`src/rtl/control_sequencer.sv`:
```
// control_sequencer: hardwired fetch/decode/execute controller for the
// 16-bit ALU datapath. Two-byte fetch, then one execute cycle, or two for
// memory loads/stores. Outputs are decoded combinationally from the current
// state, the instruction register and the zero flag.
module control_sequencer (
    input  logic        Clock,
    input  logic        Reset,
    input  logic [15:0] IROut,
    input  logic [3:0]  ALU_Flags,
    output logic [2:0]  RF_OutASel,
    output logic [2:0]  RF_OutBSel,
    output logic [2:0]  RF_FunSel,
    output logic [3:0]  RF_RegSel,
    output logic [3:0]  RF_ScrSel,
    output logic [4:0]  ALU_FunSel,
    output logic [1:0]  ARF_OutCSel,
    output logic [1:0]  ARF_OutDSel,
    output logic [2:0]  ARF_FunSel,
    output logic [2:0]  ARF_RegSel,
    output logic        IR_LH,
    output logic        IR_Write,
    output logic        ALU_WF,
    output logic        Mem_CS,
    output logic        Mem_WR,
    output logic [1:0]  MuxASel,
    output logic [1:0]  MuxBSel,
    output logic        MuxCSel,
    output logic        Halted,
    output logic        Illegal
);

    typedef enum logic [2:0] {
        FETCH_L = 3'd0,
        FETCH_H = 3'd1,
        EXEC1   = 3'd2,
        EXEC2   = 3'd3,
        HALT    = 3'd4
    } state_t;

    localparam logic [5:0] OP_BRA = 6'h00;
    localparam logic [5:0] OP_BEQ = 6'h01;
    localparam logic [5:0] OP_BNE = 6'h02;
    localparam logic [5:0] OP_LDI = 6'h03;
    localparam logic [5:0] OP_LD  = 6'h04;
    localparam logic [5:0] OP_ST  = 6'h05;
    localparam logic [5:0] OP_ADD = 6'h06;
    localparam logic [5:0] OP_SUB = 6'h07;
    localparam logic [5:0] OP_AND = 6'h08;
    localparam logic [5:0] OP_ORR = 6'h09;
    localparam logic [5:0] OP_MOV = 6'h0A;
    localparam logic [5:0] OP_HLT = 6'h3F;

    localparam logic [2:0] FUN_LOAD = 3'b010;
    localparam logic [2:0] FUN_INC  = 3'b001;

    state_t      state_r;
    state_t      next_state_s;

    // Instruction fields; register fields only use their low two bits.
    logic [5:0]  op_s;
    logic [1:0]  rsel_s;
    logic        wf_s;
    logic [1:0]  dst_s;
    logic [1:0]  src1_s;
    logic [1:0]  src2_s;
    logic        flag_z_s;
    logic        unused_bits_s;

    assign op_s          = IROut[15:10];
    assign rsel_s        = IROut[9:8];
    assign wf_s          = IROut[9];
    assign dst_s         = IROut[7:6];
    assign src1_s        = IROut[4:3];
    assign src2_s        = IROut[1:0];
    assign flag_z_s      = ALU_Flags[3];
    assign unused_bits_s = ^{IROut[5], IROut[2], ALU_Flags[2:0]};

    // Register index 0..3 maps to R1..R4, with R1 on the most significant bit.
    function automatic logic [3:0] reg_onehot(input logic [1:0] idx);
        logic [3:0] sel;
        case (idx)
            2'd0:    sel = 4'b1000;
            2'd1:    sel = 4'b0100;
            2'd2:    sel = 4'b0010;
            2'd3:    sel = 4'b0001;
            default: sel = 4'b0000;
        endcase
        return sel;
    endfunction

    // ALU function for the register-to-register group; MOV is pass-A.
    function automatic logic [4:0] alu_code(input logic [5:0] op);
        logic [4:0] code;
        case (op)
            OP_ADD:  code = 5'b10100;
            OP_SUB:  code = 5'b10110;
            OP_AND:  code = 5'b10111;
            OP_ORR:  code = 5'b11000;
            default: code = 5'b10000;
        endcase
        return code;
    endfunction

    // State register; reset lands directly in FETCH_L.
    always_ff @(posedge Clock or negedge Reset) begin
        if (!Reset) begin
            state_r <= FETCH_L;
        end else begin
            state_r <= next_state_s;
        end
    end

    // Next-state and control decode; everything starts from the idle set.
    always_comb begin
        next_state_s = state_r;
        RF_OutASel   = 3'b000;
        RF_OutBSel   = 3'b000;
        RF_FunSel    = 3'b000;
        RF_RegSel    = 4'b0000;
        RF_ScrSel    = 4'b0000;
        ALU_FunSel   = 5'b00000;
        ARF_OutCSel  = 2'b00;
        ARF_OutDSel  = 2'b00;
        ARF_FunSel   = 3'b000;
        ARF_RegSel   = 3'b000;
        IR_LH        = 1'b0;
        IR_Write     = 1'b0;
        ALU_WF       = 1'b0;
        Mem_CS       = 1'b1;
        Mem_WR       = 1'b0;
        MuxASel      = 2'b00;
        MuxBSel      = 2'b00;
        MuxCSel      = 1'b0;
        Halted       = 1'b0;
        Illegal      = 1'b0;

        if (!Reset) begin
            // Held in reset: outputs stay idle, the register is forced anyway.
            next_state_s = FETCH_L;
        end else begin
            case (state_r)
                FETCH_L, FETCH_H: begin
                    ARF_OutDSel  = 2'b00;
                    Mem_CS       = 1'b0;
                    IR_Write     = 1'b1;
                    IR_LH        = (state_r == FETCH_H) ? 1'b1 : 1'b0;
                    ARF_RegSel   = 3'b100;
                    ARF_FunSel   = FUN_INC;
                    next_state_s = (state_r == FETCH_H) ? EXEC1 : FETCH_H;
                end
                EXEC1: begin
                    next_state_s = FETCH_L;
                    case (op_s)
                        OP_BRA, OP_BEQ, OP_BNE: begin
                            if ((op_s == OP_BRA) ||
                                ((op_s == OP_BEQ) && flag_z_s) ||
                                ((op_s == OP_BNE) && !flag_z_s)) begin
                                MuxBSel    = 2'b11;
                                ARF_RegSel = 3'b100;
                                ARF_FunSel = FUN_LOAD;
                            end else begin
                                MuxBSel    = 2'b00;
                            end
                        end
                        OP_LDI: begin
                            MuxASel   = 2'b11;
                            RF_FunSel = FUN_LOAD;
                            RF_RegSel = reg_onehot(rsel_s);
                        end
                        OP_LD, OP_ST: begin
                            MuxBSel      = 2'b11;
                            ARF_RegSel   = 3'b010;
                            ARF_FunSel   = FUN_LOAD;
                            next_state_s = EXEC2;
                        end
                        OP_ADD, OP_SUB, OP_AND, OP_ORR, OP_MOV: begin
                            RF_OutASel = {1'b0, src1_s};
                            RF_OutBSel = {1'b0, src2_s};
                            ALU_FunSel = alu_code(op_s);
                            MuxASel    = 2'b00;
                            RF_FunSel  = FUN_LOAD;
                            RF_RegSel  = reg_onehot(dst_s);
                            ALU_WF     = wf_s;
                        end
                        OP_HLT: begin
                            next_state_s = HALT;
                        end
                        default: begin
                            Illegal = 1'b1;
                        end
                    endcase
                end
                EXEC2: begin
                    next_state_s = FETCH_L;
                    case (op_s)
                        OP_LD: begin
                            ARF_OutDSel = 2'b10;
                            Mem_CS      = 1'b0;
                            Mem_WR      = 1'b0;
                            MuxASel     = 2'b10;
                            RF_FunSel   = FUN_LOAD;
                            RF_RegSel   = reg_onehot(rsel_s);
                        end
                        OP_ST: begin
                            RF_OutASel  = {1'b0, rsel_s};
                            ALU_FunSel  = 5'b10000;
                            MuxCSel     = 1'b0;
                            ARF_OutDSel = 2'b10;
                            Mem_CS      = 1'b0;
                            Mem_WR      = 1'b1;
                        end
                        default: begin
                            Mem_CS = 1'b1;
                        end
                    endcase
                end
                HALT: begin
                    Halted       = 1'b1;
                    next_state_s = HALT;
                end
                default: begin
                    next_state_s = FETCH_L;
                end
            endcase
        end
    end

endmodule

```
`config.mk`:
```
export PLATFORM = sky130hd
export DESIGN_NAME = control_sequencer
export DESIGN_NICKNAME = d
export VERILOG_FILES = /design/src/rtl/control_sequencer.sv
export SDC_FILE = /design/constraint.sdc
export NUM_CORES = 1
export LEC_CHECK = 0
export ABC_AREA = 1
export ABC_CLOCK_PERIOD_IN_PS = 1500
export CORE_MARGIN = 1
export CORE_UTILIZATION = 29
export CTS_CLUSTER_DIAMETER = 30
export DETAILED_ROUTE_END_ITERATION = 8
export GPL_TIMING_DRIVEN = 0
export MAX_ROUTING_LAYER = met4
export PLACE_DENSITY = 0.76
export SLEW_MARGIN = 5
export SYNTH_ARGS = -nofsm -noshare
export SYNTH_HDL_FRONTEND = slang
export SYNTH_SLANG_ARGS = --single-unit
```
`constraint.sdc`:
```
create_clock -name Clock -period 1.5 [get_ports Clock]
set_input_delay 0.3 -clock Clock [delete_from_list [all_inputs] [get_ports Clock]]
set_output_delay 0.3 -clock Clock [all_outputs]
set_load 0.01 [all_outputs]
```
==> metrics.txt, run 1 <==
setup repair after global routing missed its margin=true; data arrival time at the worst-slack endpoint=1.63 ns; maximum fanout count along the critical path=5; DIE AREA=2971 um2; Remaining DRCs=0; GR Util All Layers=22.01%; cell at the root of the clock tree=sky130_fd_sc_hd__clkbuf_4; Cell Rows=18; Hold Vio Cnt, Final=0; ratio of total power to cell area=323.6 nW/um2; Initial Util=31.42%; number of global-route vias before repair=1065; clock latency at the later pin of the worst-skew pair=0.23 ns; Data required, critical path=1.20 ns; leading registers by flop count=state_r x3; number of detailed-route iterations in the first pass=4; area added between synthesis and finish=121.8%; average cell area after synthesis=5.794 um2; Worst Setup Path Type=reg -> out; clock sink total=3; combined area of the multi-input logic cells=767.0 um2; IO Count=66; overall die width=54.51 um; most used cells in the layout excluding fill and tap cells=sky130_fd_sc_hd__buf_4, sky130_fd_sc_hd__buf_2, sky130_fd_sc_hd__nor2_1; pre-CTS WS=-0.9787 ns; Total Power Consumption=0.5737 mW; maximum count of clock buffers along a single path=2; achievable clock frequency=0.5177 GHz; Worst-path clk slew=0.04 ns; critical path startpoint category=register; TritonCTS buffer count=3; fraction of layout cells with a size suffix above 1=62.08%; main area contributors after synthesis=sky130_fd_sc_hd__buf_4, sky130_fd_sc_hd__nor2_1, sky130_fd_sc_hd__nand3_1, sky130_fd_sc_hd__dfrtp_1, sky130_fd_sc_hd__nand2_1; Hold WC Path Type=in -> async; status=complete, but fails checks; via/cell ratio=4.830; RD Place Congestion=0.8831; detailed placement HPWL=1.768 mm; part of the cycle the worst path needs=128.8%; total of endpoints with negative setup slack in the final report=27; # Max-Cap Violations=0; Largest register FFs=3; aggregate routed wire length=3.666 mm; proportion of synthesized chip area in sequential cells=9.390%; FILL cells=196; number of DRC markers in iteration 0=49; final routed wire length divided by cell count=13.58 um; Warnings, synthesis=0; Yosys top cell area share=15.02%; wire length of the first global-routing pass=4.629 mm; post-route clock skew=0.001330 ns; Antenna Nets Post-Route=0; Netlist cell types=24; number of buffers inserted by port buffering=46; FF+latch count, synth=3; die boundary height=54.51 um; Finished Layout Cells=270; Nets=263; core footprint=2545 um2; grt ovf=0; Peak VDD IR=372.9 uV; area of all placed cells without fillers=1773 um2; Final Max Slew Viols=0; count of hold-fix buffers inserted at cts=0; post-synth design cell area=799.5 um2; diode count=0; leading cell type in the layout, fill and taps excluded=sky130_fd_sc_hd__buf_4; storage element area=76.32 um2; maximum number of pins on one net before global-route repair=11; category of the worst setup path capture point=output pin; largest register by flop count=state_r; clock period minus worst slack=1.932 ns; Synth Instances=138; initial antenna violation count=0; setup ws final=-0.4317 ns; routed via count=1304; cell area after placement=1350 um2; Cells after DPL=227; violations in the final reports=setup timing; setup TNS=-8.754 ns; leakage power of the design=0.9343 nW; Max H-tree Level=1; TritonCTS clock tree=built; dominant cell type by area after synthesis=sky130_fd_sc_hd__buf_4
[cell families after synthesis]
logic type	share of synthesized area (%)
simple gates	51.17
buf+inv	27.70
compound gates	11.27
flops	9.389
other cells	0.4690
[where the power goes]
group	total, mW	internal, mW	switching (mW)
Clock	0.144	0.0999	0.0443
Sequential	0.0924	0.0861	0.00633
Combinational	0.337	0.156	0.181
[synth_stat cells]
library cell	number
sky130_fd_sc_hd__o21ai_0	3
sky130_fd_sc_hd__nor3_2	1
sky130_fd_sc_hd__a21oi_1	11
sky130_fd_sc_hd__buf_6	1
sky130_fd_sc_hd__conb_1	1
sky130_fd_sc_hd__buf_4	16
sky130_fd_sc_hd__nand2_1	19
sky130_fd_sc_hd__nor4_2	1
sky130_fd_sc_hd__inv_1	17
sky130_fd_sc_hd__nor2_4	2
sky130_fd_sc_hd__nand2_2	2
sky130_fd_sc_hd__nor4_1	2
sky130_fd_sc_hd__dfrtp_1	3
sky130_fd_sc_hd__o2111ai_2	1
sky130_fd_sc_hd__nor2_8	1
sky130_fd_sc_hd__nand2_4	2
sky130_fd_sc_hd__nor2_1	26
sky130_fd_sc_hd__clkinv_1	1
sky130_fd_sc_hd__o21ai_1	1
sky130_fd_sc_hd__inv_2	6
sky130_fd_sc_hd__nand3_1	16
sky130_fd_sc_hd__nand3_2	2
sky130_fd_sc_hd__nor3_1	2
sky130_fd_sc_hd__nand3_4	1
[worst paths after layout]
path | from | end | slack (ns) | cells past startpoint
worst min-delay path | Reset | state_r[2] | 0.03 | 1
max in group asynchronous | Reset | state_r[1] | 1.25 | 1
worst min register to register | state_r[0] | state_r[2] | 0.74 | 4
worst max register to register | state_r[2] | state_r[2] | 0.26 | 7
min in group Clock | IROut[14] | state_r[2] | 0.57 | 5
worst max-delay path | state_r[2] | RF_RegSel[3] | -0.43 | 9
[layer usage]
| metal | up-vias | routed length, um | global-route usage [%] |
|---|---|---|---|
| li1 | 615 | - | - |
| met1 | 586 | 1463 | 25.45 |
| met2 | 87 | 1736 | 36.99 |
| met3 | 16 | 330 | 3.056 |
| met4 | 0 | 136 | 10.68 |
| met5 | - | 0 | - |
[per-stage QoR]
| step | utilization, % | hold WS (ns) |
|---|---|---|
| floorplan | - | 0.004409 |
| global placement | 53.05 | 0.5799 |
| detailed placement | 53.05 | 0.5816 |
| CTS | 63.57 | 0.01869 |
| global route | 69.67 | 0.01958 |
| finish | 69.67 | 0.02647 |
[timing repair]
item	4_1_cts	5_1_grt
resized for setup	196	24
setup endpoints to repair	30	32
setup buffers	31	10
pin swaps	12	12
[cell type report]
| type | instances | share of cell area (%) |
|---|---|---|
| Multi-Input combinational cell | 107 | 43.26 |
| Timing Repair Buffer | 85 | 36.06 |
| Buffer | 17 | 7.410 |
| Inverter | 24 | 5.363 |
| Sequential cell | 3 | 4.305 |
| Tap cell | 30 | 2.117 |
| Clock buffer | 4 | 1.482 |
[critical path, stage by stage, from the launching register on]
cell	delay, ns
sky130_fd_sc_hd__dfrtp_1	0.38
sky130_fd_sc_hd__inv_2	0.12
sky130_fd_sc_hd__nand3_4	0.11
sky130_fd_sc_hd__nor2_4	0.10
sky130_fd_sc_hd__buf_4	0.12
sky130_fd_sc_hd__nand2_1	0.10
sky130_fd_sc_hd__nand2_4	0.11
sky130_fd_sc_hd__nand3_2	0.07
sky130_fd_sc_hd__a21oi_2	0.15
sky130_fd_sc_hd__buf_2	0.14
(Power assumes the default switching activity.)
==> run 2, diff against run 1 <==
CORE_MARGIN = default   (was 1)
GPL_ROUTABILITY_DRIVEN = 0   (was default)
==> results of run 2 <==
Final layout, timing and power as in run 1 (identical DEF).
